### config.mk
export PLATFORM = sky130hd
export DESIGN_NAME = display_mode_ctrl
export DESIGN_NICKNAME = d
export VERILOG_FILES = /design/src/rtl/display_mode_ctrl.sv
export SDC_FILE = /design/constraint.sdc
export NUM_CORES = 1
export LEC_CHECK = 0
export ABC_AREA = 1
export CAP_MARGIN = 10
export CORE_ASPECT_RATIO = 1.2
export CORE_UTILIZATION = 51
export DETAILED_ROUTE_END_ITERATION = 12
export HOLD_SLACK_MARGIN = 0.1
export PLACE_DENSITY_LB_ADDON = 0.2
export SYNTH_ARGS = -nofsm -noshare
export SYNTH_HDL_FRONTEND = slang
export SYNTH_SLANG_ARGS = --single-unit
### constraint.sdc
create_clock -name clk -period 1.9 [get_ports clk]
set_input_delay 0.38 -clock clk [delete_from_list [all_inputs] [get_ports clk]]
set_output_delay 0.38 -clock clk [all_outputs]
set_load 0.02 [all_outputs]
### src/rtl/display_mode_ctrl.sv
// Display source selection and button-driven set-time FSM for the 8-digit clock display.
// Blinks the field under edit and issues a one-cycle load request with the edited time.
module display_mode_ctrl #(
    parameter int BLINK_DIV = 25_000_000
) (
    input  logic        clk,
    input  logic        rst,
    input  logic        btn_mode,
    input  logic        btn_next,
    input  logic        btn_inc,
    input  logic [31:0] time_in,
    input  logic [31:0] sw_in,
    output logic [31:0] display,
    output logic [7:0]  blank,
    output logic [2:0]  mode,
    output logic        set_valid,
    output logic [31:0] set_value
);

    localparam int CNT_W = (BLINK_DIV > 1) ? $clog2(BLINK_DIV) : 1;
    localparam logic [CNT_W-1:0] CNT_LAST = CNT_W'(BLINK_DIV - 1);

    typedef enum logic [2:0] {
        SHOW_TIME = 3'd0,
        SHOW_SW   = 3'd1,
        SET_HOUR  = 3'd2,
        SET_MIN   = 3'd3,
        SET_SEC   = 3'd4
    } state_t;

    state_t           state_q, state_d;
    logic [31:0]      edit_q, edit_d;
    logic [31:0]      display_q, display_d;
    logic [7:0]       blank_q, blank_d;
    logic             set_valid_q, set_valid_d;
    logic [31:0]      set_value_q, set_value_d;
    logic [CNT_W-1:0] cnt_q, cnt_d;
    logic             phase_q, phase_d;
    logic             blink_clr_s;

    // Saturating-range BCD increment: anything at or above max (including bad digits) wraps to 00.
    function automatic logic [7:0] bcd_inc(input logic [7:0] field, input logic [7:0] max_v);
        logic [7:0] r;
        if (field >= max_v) begin
            r = 8'h00;
        end else if (field[3:0] >= 4'd9) begin
            r = {field[7:4] + 4'd1, 4'd0};
        end else begin
            r = {field[7:4], field[3:0] + 4'd1};
        end
        return r;
    endfunction

    // Next-state, edit register and commit logic; btn_mode outranks btn_next outranks btn_inc.
    always_comb begin
        state_d     = state_q;
        edit_d      = edit_q;
        set_valid_d = 1'b0;
        set_value_d = set_value_q;
        case (state_q)
            SHOW_TIME: begin
                if (btn_mode) begin
                    state_d = SHOW_SW;
                end else if (btn_next) begin
                    state_d = SET_HOUR;
                    edit_d  = {time_in[31:8], 8'h00};
                end else begin
                    state_d = SHOW_TIME;
                end
            end
            SHOW_SW: begin
                if (btn_mode) begin
                    state_d = SHOW_TIME;
                end else begin
                    state_d = SHOW_SW;
                end
            end
            SET_HOUR: begin
                if (btn_mode) begin
                    state_d = SHOW_TIME;
                end else if (btn_next) begin
                    state_d = SET_MIN;
                end else if (btn_inc) begin
                    edit_d[31:24] = bcd_inc(edit_q[31:24], 8'h23);
                end else begin
                    state_d = SET_HOUR;
                end
            end
            SET_MIN: begin
                if (btn_mode) begin
                    state_d = SHOW_TIME;
                end else if (btn_next) begin
                    state_d = SET_SEC;
                end else if (btn_inc) begin
                    edit_d[23:16] = bcd_inc(edit_q[23:16], 8'h59);
                end else begin
                    state_d = SET_MIN;
                end
            end
            SET_SEC: begin
                if (btn_mode) begin
                    state_d = SHOW_TIME;
                end else if (btn_next) begin
                    state_d     = SHOW_TIME;
                    set_valid_d = 1'b1;
                    set_value_d = edit_q;
                end else if (btn_inc) begin
                    edit_d[15:8] = bcd_inc(edit_q[15:8], 8'h59);
                end else begin
                    state_d = SET_SEC;
                end
            end
            default: begin
                state_d = SHOW_TIME;
            end
        endcase
    end

    // Blink timer restarts on any edit or state change so the touched field is visible at once.
    always_comb begin
        blink_clr_s = btn_inc || (state_d != state_q);
        cnt_d       = cnt_q;
        phase_d     = phase_q;
        if (blink_clr_s) begin
            cnt_d   = '0;
            phase_d = 1'b0;
        end else if (cnt_q == CNT_LAST) begin
            cnt_d   = '0;
            phase_d = ~phase_q;
        end else begin
            cnt_d   = cnt_q + CNT_W'(1);
            phase_d = phase_q;
        end
    end

    // Output words are computed from next-state values so they line up with mode.
    always_comb begin
        display_d = 32'h0000_0000;
        blank_d   = 8'h00;
        case (state_d)
            SHOW_TIME: begin
                display_d = time_in;
                blank_d   = 8'h00;
            end
            SHOW_SW: begin
                display_d = sw_in;
                blank_d   = 8'h00;
            end
            SET_HOUR: begin
                display_d = edit_d;
                blank_d   = phase_d ? 8'hC0 : 8'h00;
            end
            SET_MIN: begin
                display_d = edit_d;
                blank_d   = phase_d ? 8'h30 : 8'h00;
            end
            SET_SEC: begin
                display_d = edit_d;
                blank_d   = phase_d ? 8'h0C : 8'h00;
            end
            default: begin
                display_d = time_in;
                blank_d   = 8'h00;
            end
        endcase
    end

    // State and output registers with synchronous reset.
    always_ff @(posedge clk) begin
        if (rst) begin
            state_q     <= SHOW_TIME;
            edit_q      <= 32'h0000_0000;
            display_q   <= 32'h0000_0000;
            blank_q     <= 8'h00;
            set_valid_q <= 1'b0;
            set_value_q <= 32'h0000_0000;
            cnt_q       <= '0;
            phase_q     <= 1'b0;
        end else begin
            state_q     <= state_d;
            edit_q      <= edit_d;
            display_q   <= display_d;
            blank_q     <= blank_d;
            set_valid_q <= set_valid_d;
            set_value_q <= set_value_d;
            cnt_q       <= cnt_d;
            phase_q     <= phase_d;
        end
    end

    assign display   = display_q;
    assign blank     = blank_q;
    assign mode      = state_q;
    assign set_valid = set_valid_q;
    assign set_value = set_value_q;

endmodule

==> impl_metrics.yaml, run 1 <==
run_status:
  status: "completed"
grt:
  grt_antenna_before_repair: 0
  grt_use_total_pct: 28.88
  grt_max_degree: 84
  grt_pass1_wl_mm: 29.70
  grt_remaining_overflow: 0
  first_global_vias: 6365
critical_path:
  crit_top_cell: "nand2_1"
  slowest_stage: "dfxtp_4"
  cp-start-kind: "flip-flop"
  path_delay_family: "buffers and inverters"
  crit_required_ns: 2.22
  cp.arrival_ns: 2.13
  critical_path_class: "flip-flop to flip-flop"
  max_stage_delay_ns: 0.36
  path_max_fanout: 8
  critPathBufInv: 5
  cp_cell_sequence: "buf_4 > nand2_4 > inv_4 > nand2_1 > nand2_2 > a21oi_4 > nor2_4 > buf_12 > buf_6 > nand2_1 > nand3_1 > nand2_1 > inv_1"
  end_kind: "flip-flop"
cells_and_area:
  post-route-cell-area_um2: 9056
  seq_area_um2: 2590
  utilization_pct: 74.77
  final_nets: 1194
  multi_input_comb_area_um2: 3179
  drive_gt1_share_pct: 12.39
  areaGrowthSynthToFinish_pct: 42.14
  diodes: 0
  n_fill_cell: 977
sta:
  layout_worst_path_cycle_share_pct: 95.09
  worst_slew_pin_slew_ns: 0.5926
  clock.fmax_mhz: 553.5
  report.final.slew_viol_count: 0
  finalSetupTns_ns: 0
  hold_viol: 0
  maxSlewHeadroom_pct: 60.13
  fin_crit_ns: 1.807
  fin_worst_skew_ns: 0.007061
  setup-violations-final: 0
floorplanning:
  rows: 44
  ios: 145
  dieArea_um2: 12950
  initial_core_util_pct: 52.60
  die_w_um: 104.0
  dieHeight_um: 124.4
  core_area_um2: 12110
yosys:
  syn-mean-instance-area_um2: 6.918
  postSynthCellCount: 921
  ys_warn_count: 0
  synth_flop_cell: "dfxtp_1"
  ys_seq_area_share_pct: 40.53
  synth_area_um2: 6371
  synthDistinctLibCells: 38
  synth_edf_count: 0
  synthArstFlopShare_pct: 0
  ys_ff_latch: 129
pwr:
  swShare_pct: 28.84
  totalPowerFinal_w: 0.007432
  switching_power_w: 0.002143
  p_clk_share_pct: 42.5
  power_per_cell_area_nw_per_um2: 820.6
  comb_power_share_pct: 18.5
  power.internal_w: 0.005289
  leakage_nw: 3.902
  p_seq_share_pct: 39.0
  ir_worst_vdd_mv: 0.6960
worst_hold_path:
  hp-class: "flip-flop to flip-flop"
drt:
  first_iter_violations: 405
  vias: 6619
  drt_pass1_iterations: 5
  drt-vias-per-instance: 5.159
  drc: 0
  antenna_left: 0
  wirelength_mm: 18.99
  routedWlPerCell_um: 14.80
clock_network:
  path_clk_slew_ns: 0.06
  tritoncts: "built"
  htree_levels: 4
  cts_buffers: 17
  root_buffer: "clkbuf_16"
  cts_sinks: 129
  clock_latency_ns: 0.43
  clk_path_buf_depth: 2
place:
  place_hpwl_mm: 12.95
  dpl_cell_area_um2: 8317
  port_buffers: 142
  globalplace.congestion: 0.9615
job:
  maxCapViolCount: 0
## flip-flops by register name (all words and copies together) (netlist names)
register	cells
blank	3
display	32
set_valid	1
set_value	32
mode	3
phase_q	1
cnt_q	25
edit_q	32
## stage by stage
| stage | hold WS (ns) | instances | worst slack, ns |
|---|---|---|---|
| after detailed placement | 0.4393 | 1246 | -0.3219 |
| after global placement | 0.4304 | 1246 | -0.2917 |
| after floorplan | 0.4175 | 922 | 0.1535 |
| after CTS | 0.4550 | 1278 | 0.02261 |
| after global routing | 0.4730 | 1283 | -0.002486 |
| final | 0.4566 | 1283 | 0.09320 |
## timing repair
action	4_1_cts	5_1_grt
pin swaps	0	3
endpoints found under the setup margin	3	66
resized for setup	4	27
gates cloned	0	3
setup buffers	0	2
hold buffers	0	0
## power by group through the flow
stage | Combinational (W) | Clock (W) | Sequential, W
final | 0.00137 | 0.00316 | 0.00290
after detailed placement | 0.00126 | 0 | 0.00296
after floorplan | 0.000579 | 0 | 0.00305
after global routing | 0.00148 | 0.00332 | 0.00291
after CTS | 0.00127 | 0.00319 | 0.00290
after global placement | 0.00125 | 0 | 0.00296
## final cells by class
cell class / count / share of cell area (%)
Clock inverter: 15 / 1.644
Clock buffer: 17 / 4.697
Tap cell: 161 / 2.224
Multi-Input combinational cell: 629 / 35.11
Inverter: 125 / 5.209
Sequential cell: 129 / 28.60
Timing Repair Buffer: 207 / 22.52
## tightest hold or removal path: cells and delay by family (launching register included)
family                 cells  cell delay, ns
AO/OA/AOI/OAI              1            0.06
buffers and inverters      1            0.06
flip-flops                 1            0.30
## synth_stat cells (all sizes together) (3+ instances only)
cell type | instances | area (um2)
nand2 | 228 | 868.3
xnor2 | 7 | 61.31
xor2 | 17 | 148.9
a31oi | 5 | 31.28
clkbuf | 18 | 67.56
inv | 125 | 469.2
nor3 | 22 | 110.1
nand3 | 58 | 307.8
buf | 21 | 148.9
and2 | 7 | 43.79
ha | 16 | 200.2
o21ai | 88 | 447.9
dfxtp | 129 | 2582
o22ai | 3 | 18.77
or2 | 3 | 18.77
nand4 | 13 | 81.33
nor2 | 83 | 331.6
a21oi | 64 | 331.6
## layout by cell type, fill, tap and decap left out, drive strengths merged
cell type and n:
a21oi 64, a22oi 2, a31oi 5, and2 7, buf 63, bufinv 1, clkbuf 19, clkdlybuf4s50 136
clkinv 3, clkinvlp 4, conb 2, dfxtp 129, dlygate4sd2 3, dlymetal6s2s 3, ha 16, inv 132
nand2 228, nand3 58, nand3b 2, nand4 13, nor2 83, nor3 22, nor4 2, o211ai 2
o21a 1, o21ai 88, o21bai 1, o221ai 2, o22ai 3, o31ai 1, or2 3, xnor2 7
xor2 17
## cell families after synthesis
group	synth area share, %
adders and majority gates	3.142
xor gates and xnor gates	3.299
DFF	40.53
buffers and inverters	10.76
AOI/OAI and AO/OA	14.12
other	0.05886
and+or+nand+nor	28.08
## path summary, 6_finish.rpt
kind	from	endpoint	slack [ns]	cells past startpoint
min reg2reg	edit_q[5]	set_value[5]	0.46	2
max	mode[1]	display[13]	0.09	13
min	edit_q[5]	set_value[5]	0.46	2
max reg2reg	mode[1]	display[13]	0.09	13
## layer usage
metal | up-vias | share of wire [%] | GRT usage [%]
met5 | - | 0 | 0
met4 | 0 | 2.7 | 11.93
met3 | 38 | 6.1 | 7.640
met2 | 236 | 51 | 51.49
met1 | 3022 | 40 | 32.30
li1 | 3323 | - | -
Note: power is estimated with default switching activity, not from simulation.
==> run 2, diff against run 1 <==
==> constraint.sdc (replaced) <==
create_clock -name clk -period 1.9 [get_ports clk]
set_input_delay 0.475 -clock clk [delete_from_list [all_inputs] [get_ports clk]]
set_output_delay 0.475 -clock clk [all_outputs]
set_load 0.02 [all_outputs]
==> run 2 against run 1 <==
Setup slack worse by 0.064 ns. Sequential power hardly changed. Combinational power grew 7%. Routed wire length up 4.8%. Critical path type is now flip-flop to primary output. Highest routed layer unchanged.
==> impl_metrics.yaml, run 2 (synthesis results as in run 1) <==
sta:
  setup_slack_ns: 0.02899
  fin_crit_ns: 1.871
  report.final.slew_viol_count: 0
  fin_worst_skew_ns: 0.007397
  clock.fmax_mhz: 534.5
  worst_slew_pin_slew_ns: 0.5042
  setup-violations-final: 0
  hold_viol: 0
  fin_worst_hold_slack_ns: 0.4498
  rsz0062_at_grt: "true"
  maxSlewHeadroom_pct: 66.07
  layout_worst_path_cycle_share_pct: 98.47
  finalSetupTns_ns: 0
clock_network:
  cts_sinks: 129
  root_buffer: "clkbuf_16"
  tritoncts: "built"
  path_clk_slew_ns: 0.06
  clock_latency_ns: 0.42
  clk_path_buf_depth: 2
  hold_buffers: 0
  htree_levels: 4
  cts_buffers: 17
pwr:
  p_clk_share_pct: 43.7
  ir_worst_vdd_mv: 0.6525
  comb_power_share_pct: 18.9
  power.internal_w: 0.005607
  p_seq_share_pct: 37.4
  power_per_cell_area_nw_per_um2: 840.5
  leakage_nw: 4.131
  switching_power_w: 0.002157
  swShare_pct: 27.78
run_status:
  status: "completed"
place:
  port_buffers: 142
  globalplace.congestion: 0.9536
  dpl_cell_area_um2: 8317
  place_hpwl_mm: 12.95
  placedCellCount: 1246
  place_ws_ns: -0.4555
drt:
  routedWlPerCell_um: 15.49
  wirelength_mm: 19.89
  drc: 0
  drt_pass1_iterations: 5
  first_iter_violations: 456
  vias: 6707
  drt-vias-per-instance: 5.224
  antenna_left: 0
floorplanning:
  dieHeight_um: 124.4
  dieArea_um2: 12950
  initial_core_util_pct: 52.60
  die_w_um: 104.0
  rows: 44
  ios: 145
  core_area_um2: 12110
grt:
  grt_use_total_pct: 28.97
  grt_pass1_wl_mm: 29.88
  grt_antenna_before_repair: 0
  grt_remaining_overflow: 0
  grt_max_degree: 84
  first_global_vias: 6397
critical_path:
  slowest_stage: "clkdlybuf4s50_1"
  cp.arrival_ns: 1.40
  path_delay_family: "buffers and inverters"
  rr_worst_depth: 11
  reg2reg_to: "display[15]"
  end_kind: "primary output"
  crit_cells: 1
  path_max_fanout: 1
  crit_start: "display[10]"
  max_stage_delay_ns: 0.62
  r2r_start: "mode[2]"
  cp-start-kind: "flip-flop"
  critPathBufInv: 1
  endpoint: "display[10]"
  crit_required_ns: 1.42
  cp_cell_sequence: "clkdlybuf4s50_1"
  critical_path_class: "flip-flop to primary output"
  reg2reg_slack_ns: 0.08
cells_and_area:
  mostFrequentLayoutCell: "nand2_1"
  layout.cells.non_filler: 1284
  final_cell_mix: "nand2_1 (221), clkdlybuf4s50_1 (128), dfxtp_1 (125)"
  n_fill_cell: 933
  post-route-cell-area_um2: 9238
  areaGrowthSynthToFinish_pct: 44.99
  diodes: 0
  final_nets: 1195
  drive_gt1_share_pct: 14.16
worst_hold_path:
  hp-class: "flip-flop to flip-flop"
job:
  maxCapViolCount: 0
run 2: cell count changes in the layout (fill, tap and decap cells not counted), moves of 3 or more:
cell,change
dlymetal6s2s_1,+8
o21ai_1,-15
o21ai_2,+18
clkdlybuf4s50_1,-8
o21ai_0,-3
run 2: layout make-up:
| cell class | instances | area (um2) | share of cell area (%) |
|---|---|---|---|
| Timing Repair Buffer | 208 | 2093 | 22.66 |
| Sequential cell | 129 | 2592 | 28.06 |
| Clock inverter | 14 | 178.9 | 1.937 |
| Tap cell | 161 | 201.4 | 2.181 |
| Multi-Input combinational cell | 629 | 3258 | 35.27 |
| Inverter | 125 | 474.2 | 5.133 |
| Clock buffer | 18 | 439.2 | 4.754 |
run 2: repair_timing:
action | in CTS | in global routing
pin swaps | 0 | 6
gates resized for setup | 6 | 61
buffers inserted | 0 | 1
gates cloned | 0 | 5
setup endpoints to repair | 5 | 69
run 2: power groups by stage:
stage	sequential, W	combinational (W)	clock [W]
2_1_floorplan	0.00305	0.000579	0
3_3_place_gp	0.00296	0.00125	0
3_5_place_dp	0.00296	0.00126	0
4_1_cts	0.00290	0.00127	0.00343
5_1_grt	0.00292	0.00157	0.00355
6_report	0.00290	0.00146	0.00339
run 2: per-layer routing:
metal | vias to the layer above | track usage (%) | share of wire [%]
li1 | 3327 | - | -
met1 | 3075 | 31.83 | 39
met2 | 247 | 51.25 | 50
met3 | 58 | 6.436 | 6.9
met4 | 0 | 16.22 | 4.6
met5 | - | 0 | 0
run 2: worst min-delay path by stage:
stage                         start        end  slack [ns]  cells after the start
after floorplan            cnt_q[0]   cnt_q[0]        0.42                      1
after global placement     cnt_q[0]   cnt_q[0]        0.43                      1
after detailed placement   cnt_q[0]   cnt_q[0]        0.44                      1
after CTS                  cnt_q[0]   cnt_q[0]        0.46                      1
after global routing      edit_q[5]  edit_q[5]        0.48                      2
final                      cnt_q[0]   cnt_q[0]        0.45                      1
run 2: worst register-to-register path, stage by stage, from the launching register on:
cell	delay, ns
dfxtp_2	0.43
nor2_4	0.09
nand2_8	0.09
inv_4	0.06
nand2_1	0.07
nand2_2	0.06
a21oi_4	0.28
nand3_4	0.20
clkbuf_16	0.23
o21ai_2	0.12
nand2_1	0.07
nand2_1	0.07
run 2: metrics by stage:
step	total power (W)	util (%)
global placement	0.004205	68.67
detailed placement	0.004217	68.67
global route	0.008032	76.27
CTS	0.007601	73.78
finish	0.007764	76.27
floorplan	0.003626	-
==> run 3, diff against run 2 <==
GPL_ROUTABILITY_DRIVEN = 0   (was not set)
==> run 3 against run 2 <==
Setup slack worse by 0.013 ns. Sequential power about the same. Fmax down 0.69%. Global-route usage down 1.3 points. Core utilization down 2.0 points. First-iteration DRC count down 21%. Die area unchanged. Non-clock buffer count down 8. Final cell count down 0.62%. Register-to-register slack better by 0.02 ns. Critical path type unchanged. Largest cell class unchanged. Highest routed layer unchanged.
==> impl_metrics.yaml, run 3 (synthesis results as in run 1) <==
pwr:
  ir_worst_vdd_mv: 0.5433
  power_per_cell_area_nw_per_um2: 823.3
  leakage_nw: 3.947
clock_network:
  clk_path_buf_depth: 2
  htree_levels: 4
  cts_buffers: 17
  path_clk_slew_ns: 0.06
  cts_sinks: 129
  root_buffer: "clkbuf_16"
  clock_latency_ns: 0.43
  tritoncts: "built"
  hold_buffers: 0
grt:
  grt_pass1_wl_mm: 28.46
  grt_max_degree: 70
  first_global_vias: 6158
  grt_antenna_before_repair: 0
  grt_use_total_pct: 27.72
  grt_remaining_overflow: 0
critical_path:
  max_stage_delay_ns: 0.64
  cp-start-kind: "flip-flop"
  critical_path_class: "flip-flop to primary output"
  path_max_fanout: 2
  path_delay_family: "buffers and inverters"
  critPathBufInv: 1
  r2r_start: "mode[0]"
  end_kind: "primary output"
  cp.arrival_ns: 1.41
  cp_cell_sequence: "clkdlybuf4s50_1"
  crit_required_ns: 1.42
  crit_start: "set_value[30]"
  slowest_stage: "clkdlybuf4s50_1"
cells_and_area:
  final_nets: 1187
  diodes: 0
  final_cell_mix: "nand2_1 (221), clkdlybuf4s50_1 (131), dfxtp_1 (124)"
  mostFrequentLayoutCell: "nand2_1"
  drive_gt1_share_pct: 12.02
  areaGrowthSynthToFinish_pct: 41.14
floorplanning:
  core_area_um2: 12110
  dieHeight_um: 124.4
  initial_core_util_pct: 52.60
  dieArea_um2: 12950
  die_w_um: 104.0
  rows: 44
  ios: 145
drt:
  vias: 6488
  first_iter_violations: 362
  routedWlPerCell_um: 14.33
  drt_pass1_iterations: 5
  drc: 0
  wirelength_mm: 18.28
  antenna_left: 0
  drt-vias-per-instance: 5.085
sta:
  setup-violations-final: 0
  report.final.slew_viol_count: 0
  fin_worst_skew_ns: 0.009480
  finalSetupTns_ns: 0
  fin_crit_ns: 1.884
  hold_viol: 0
  clock.fmax_mhz: 530.8
  setup_slack_ns: 0.01602
  layout_worst_path_cycle_share_pct: 99.16
  worst_slew_pin_slew_ns: 0.5041
  maxSlewHeadroom_pct: 66.08
run_status:
  status: "completed"
worst_hold_path:
  hp-class: "flip-flop to flip-flop"
  min-delay-start: "cnt_q[0]"
place:
  place_ws_ns: -0.4518
  port_buffers: 142
  place_hpwl_mm: 12.69
job:
  maxCapViolCount: 0
## run 3: worst paths after layout
path,to,slack (ns),cells past startpoint
min,cnt_q[0],0.45,1
max,set_value[30],0.02,1
max reg2reg,display[14],0.10,11
min reg2reg,cnt_q[0],0.45,1
## run 3: final cells by class
| type | instances | area [um2] |
|---|---|---|
| fill | 951 | 3119 |
| timing repair buffer | 200 | 1991 |
| tap | 161 | 201.4 |
| sequential | 129 | 2591 |
| clock buffer | 17 | 425.4 |
| multi-input combinational | 629 | 3168 |
| clock inverter | 15 | 146.4 |
| inverter | 125 | 469.2 |
## run 3: power breakdown
| part | leakage, nW | switching [W] | internal [W] |
|---|---|---|---|
| combinational | 2.63 | 0.000739 | 0.000617 |
| sequential | 1.05 | 0.0000768 | 0.00283 |
| clock | 0.270 | 0.00131 | 0.00183 |
| total | 3.95 | 0.00213 | 0.00527 |
## run 3: stage by stage
step	instance area, um2	hold slack (ns)	utilization, %	power (W)	cells
global placement	8249	0.4284	68.11	0.004193	1237
global route	8992	0.4689	74.25	0.007691	1276
finish	8992	0.4477	74.25	0.007403	1276
floorplan	6375	0.4175	-	0.003626	922
detailed placement	8249	0.4414	68.11	0.004203	1237
CTS	8818	0.4499	72.81	0.007330	1269
## run 3: routing by layer
metal / wire length [um] / up-vias / share of wire (%) / track usage, %
met5: 0 / - / 0 / 0
met4: 678 / 0 / 3.7 / 14.96
met3: 1167 / 50 / 6.4 / 6.489
met2: 9163 / 223 / 50 / 48.78
met1: 7271 / 2913 / 40 / 30.67
li1: - / 3302 / - / -
## run 3: what timing repair did
item,in CTS,in global routing
endpoints found under the setup margin,9,73
cloned,0,3
buffers inserted,0,4
gates resized for setup,5,33
pin swaps,0,4
==> variant 1: new RTL, flow settings as in run 2 <==
The output `display` loses its register stage (`display_q` becomes a continuous assignment).
--- a/src/rtl/display_mode_ctrl.sv
+++ b/src/rtl/display_mode_ctrl.sv
@@ -170,7 +170,6 @@
         if (rst) begin
             state_q     <= SHOW_TIME;
             edit_q      <= 32'h0000_0000;
-            display_q   <= 32'h0000_0000;
             blank_q     <= 8'h00;
             set_valid_q <= 1'b0;
             set_value_q <= 32'h0000_0000;
@@ -179,7 +178,6 @@
         end else begin
             state_q     <= state_d;
             edit_q      <= edit_d;
-            display_q   <= display_d;
             blank_q     <= blank_d;
             set_valid_q <= set_valid_d;
             set_value_q <= set_value_d;
@@ -187,6 +185,8 @@
             phase_q     <= phase_d;
         end
     end
+
+    assign display_q = display_d;
 
     assign display   = display_q;
     assign blank     = blank_q;
Behaviour: not the same (Yosys sat finds a counterexample within 4 cycles, from zero or initial values and one cycle with rst high).
==> variant 1 against run 2 <==
The flow now finishes with violations (setup timing). Hold slack improved by 0.043 ns. Critical endpoint is now display[25]. Count of clock-buffer cells in the layout fell by 9. Sequential cell count fell by 32. Sequential power fell by 27%. Power fell by 20%. Synthesized cell count fell by 2.9%. Final cell count rose by 4.8%. Worst setup slack got worse by 0.92 ns. Global-route usage rose by 7.4 points. Area after synthesis fell by 8.7%. Largest power group is now combinational logic. Highest routed layer unchanged. Routed wire length rose by 28%. Design area rose by 4.0%.
==> variant 1: results (changes against run 2) <==
clk_latency_ns: 0.36  # -0.06 ns
switching_share_pct: 33.7  # +5.9 points
crit_path_top_delay_cell: "dfxtp_4"
p_seq_uw: 2110  # -27%
synth_fa_ha_area_share_pct: 3.44  # +0.30 points
gp_congestion: 0.973  # +2.0%
ctsHtreeMaxLevel: 3  # -1
setup_slack_ns: -0.886  # -0.915 ns
drt_iter0_drc: 738  # +62%
relSlewSlack_pct: 62.1  # -4.0 points
avgSynthCellArea_sq_um: 6.51  # -6.0%
grt_use_met1_pct: 40.4  # +8.6 points
synth-compound-area-share_pct: 13.3  # -0.78 points
cts_buffers: 9  # -8
postPlaceCellArea_sq_um: 8490  # +2.1%
wl_um: 25500  # +28%
clk_root_buffer_cell: "clkbuf_16"
p_leak_uw: 0.00432  # +4.6%
grt_pass1_vias: 7267  # +14%
seq_area_frac_synth_pct: 33.4  # -7.1 points
ys_top_cells_by_area: "dfxtp_1 33%, nand2_1 16%, nand3_1 9.0%"
use_met2_pct: 64.9  # +14 points
final.setup.tns_ns: -21.35  # -21.35 ns
critical-path-max-stage-delay_ns: 0.36  # -0.26 ns
netlist_top_cells_count: "249 x nand2_1, 104 x nand3_1, 97 x dfxtp_1, 96 x inv_1, 88 x nor2_1"
violations: "setup timing"
p_clk_uw: 1960  # -42%
synthXorXnorAreaFrac_pct: 1.81  # -1.5 points
wire_per_inst_um: 18.9  # +22%
peakVddDrop_mv: 0.574  # -12%
fill_cells: 581  # -38%
cts_buffer_depth: 2  # unchanged
finalSetupViolations: 34  # +34
wl_met3_um: 2840  # +110%
drive_above_1_share_pct: 33.1  # +19 points
synth_cell_types: 40  # +5.3%
routed-via-count: 7918  # +18%
grt_util_all_layers_pct: 36.4  # +7.4 points
crit_fanout: 4  # +3
dp_hpwl_um: 14000  # +8.0%
dr.pass1.iters: 8  # +3
cp_top_family: "simple AND/OR/NAND/NOR gates"
fin_nets: 1271  # +6.4%
gr-usage-met3_pct: 5.69  # -0.74 points
status: "finished with violations"
wl_met2_um: 11900  # +21%
skew_ns: 0.00798  # +0.000587 ns
wirelength_met1_um: 8500  # +10%
antenna_found_initial: 1  # +1
grt_pass1_wl_um: 34300  # +15%
dp_slack_ns: -1.39  # -0.935 ns
internal-power_uw: 4120  # -27%
yosysWarnings: 0  # unchanged
grt_max_degree: 38  # -55%
-- variant 1: area by class of cell --
| class | count | area [sq um] | share of cell area [%] |
|---|---|---|---|
| diodes | 1 | 2.50 | 0.0260 |
| clock buffers | 9 | 225 | 2.34 |
| clock inverters | 7 | 85.1 | 0.885 |
| multi-input cells | 658 | 3730 | 38.8 |
| flip-flops and latches | 97 | 1960 | 20.4 |
| well taps | 154 | 193 | 2.00 |
| inverters | 103 | 414 | 4.31 |
| repair buffers | 317 | 3000 | 31.2 |
-- variant 1: final timing paths --
kind	startpoint	to	slack [ns]	cells past startpoint
min	cnt_q[23]	cnt_q[23]	0.49	2
min reg2reg	cnt_q[23]	cnt_q[23]	0.49	2
max reg2reg	edit_q[9]	edit_q[11]	-0.21	12
max	edit_q[25]	display[25]	-0.89	14
-- variant 1: timing repair --
action                                  4_1_cts  5_1_grt
resized for setup                           281       61
pin swaps                                    21       18
buffers inserted                             16       11
endpoints found under the setup margin       71       44
cloned                                        4        3
==> variant 2: new RTL, settings of run 2 <==
Made on the original files. Set the parameter `BLINK_DIV` to 100_000_000 (it was 25_000_000).
--- a/src/rtl/display_mode_ctrl.sv
+++ b/src/rtl/display_mode_ctrl.sv
@@ -1,7 +1,7 @@
 // Display source selection and button-driven set-time FSM for the 8-digit clock display.
 // Blinks the field under edit and issues a one-cycle load request with the edited time.
 module display_mode_ctrl #(
-    parameter int BLINK_DIV = 25_000_000
+    parameter int BLINK_DIV = 100_000_000
 ) (
     input  logic        clk,
     input  logic        rst,
Behaviour: no difference found for any inputs over 4 cycles, from zero or initial values and one cycle with rst high; that may be too few to reach the edited logic, so the function may still have changed.
==> variant 2 against run 2 <==
Via count up 0.64%. Routed wire length fell by 3.1%. Power increased by 2.3%. Area after synthesis is 3.2% higher. Clock skew fell by 0.00067 ns. Final cell count about the same. Design area is 0.99% higher. Sequential cell count is 2 higher. Worst setup slack worse by 0.017 ns. Clock power up 8.0%. Sequential power grew 2%. Critical path type unchanged.
==> variant 2: results (changes against run 2) <==
synthXorXnorAreaFrac_pct: 4.38  # +1.1 points
skew_ns: 0.00673  # -0.000671 ns
crit_fanout: 1  # unchanged
peakVddDrop_mv: 0.568  # -13%
crit_path_top_delay_cell: "clkdlybuf4s50_1"
via_per_inst: 5.26  # +0.72%
reg2reg_to: "display[2]"
ff2ff_path_depth: 11  # unchanged
hold_depth: 2  # +1
synth_cell_types: 40  # +5.3%
grt_max_degree: 50  # -40%
holdPathEnd: "edit_q[3]"
status: "completed"
grt_util_all_layers_pct: 29.1  # +0.10 points
cts_buffers: 17  # unchanged
cp_top_family: "buffers and inverters"
min_path_type: "reg -> reg"
hold_slack_ns: 0.477  # +0.0277 ns
ctsHtreeMaxLevel: 4  # unchanged
synth_fa_ha_area_share_pct: 3.04  # -0.098 points
dr.pass1.iters: 6  # +1
netlist_top_cells_count: "213 x nand2_1, 131 x dfxtp_1, 111 x inv_1, 64 x nor2_1, 59 x nand3_1"
ff2ff_setup_slack_ns: 0.03  # -0.05 ns
wl_um: 19300  # -3.1%
post-cts-setup-buffers: 0  # unchanged
async_flop_share_pct: 0  # unchanged
grt_pass1_vias: 6196  # -3.1%
gp_congestion: 0.918  # -3.8%
io_buffers: 142  # unchanged
hold_viol: 0  # unchanged
cts_buffer_depth: 2  # unchanged
synth-compound-area-share_pct: 13.5  # -0.57 points
min_from: "edit_q[3]"
ys_top_cells_by_area: "dfxtp_1 40%, nand2_1 12%, inv_1 6.3%"
clk_latency_ns: 0.43
dp_hpwl_um: 13700  # +5.5%
p_leak_uw: 0.00398  # -3.7%
grt_pass1_wl_um: 30500  # +2.1%
seq_area_frac_synth_pct: 39.9  # -0.66 points
antennaDiodeCount: 0  # unchanged
fin_nets: 1191  # -0.33%
drive_above_1_share_pct: 14.7  # +0.59 points
drt_iter0_drc: 437  # -4.2%
variant 2: layer usage:
metal  wire [um]  GRT usage (%)  vias to the layer above  part of all wire (%)
met3        1420           6.12                       35                   7.4
met5           0              0                        -                     0
met2        9080           48.8                      257                    47
met1        8350           36.6                     3118                    43
met4         419           10.8                        0                   2.2
li1            -              -                     3340                     -
variant 2: worst max-delay path by stage:
stage                     cells after the start           to        start
after floorplan                               9    cnt_q[10]      mode[1]
after global placement                       11  display[29]     btn_mode
after detailed placement                      9     cnt_q[0]     btn_mode
after CTS                                     8     blank[3]     cnt_q[1]
after global routing                         11   display[2]      mode[2]
final                                         1  display[13]  display[13]
variant 2: power by group:
group / internal [uW] / switching (uW) / total, uW
Clock: 2340 / 1320 / 3660
Combinational: 610 / 726 / 1340
Sequential: 2860 / 82.6 / 2950
Total: 5820 / 2120 / 7940
variant 2: stage by stage:
step / utilization [%] / power, uW / cells / cell area, sq um / setup slack, ns
6_report: 74.0 / 7940 / 1283 / 9330 / 0.0118
3_3_place_gp: 68.2 / 4280 / 1250 / 8600 / -0.468
3_5_place_dp: 68.2 / 4300 / 1250 / 8600 / -0.530
4_1_cts: 73.4 / 7930 / 1282 / 9260 / -0.0107
2_1_floorplan: - / 3650 / 919 / 6580 / 0.178
5_1_grt: 74.0 / 8180 / 1283 / 9330 / -0.0167
variant 2: area by class of cell:
type                    count  area [sq um]
repair buffers            210          2050
inverters                 117           439
well taps                 164           205
clock inverters            15           230
multi-input cells         629          3350
clock buffers              17           425
fillers                   964          3280
flip-flops and latches    131          2630
variant 2: what timing repair did:
item	CTS	global route
hold buffers	0	0
setup endpoints to repair	43	74
pin swaps	0	1
cloned	0	1
gates resized for setup	7	18
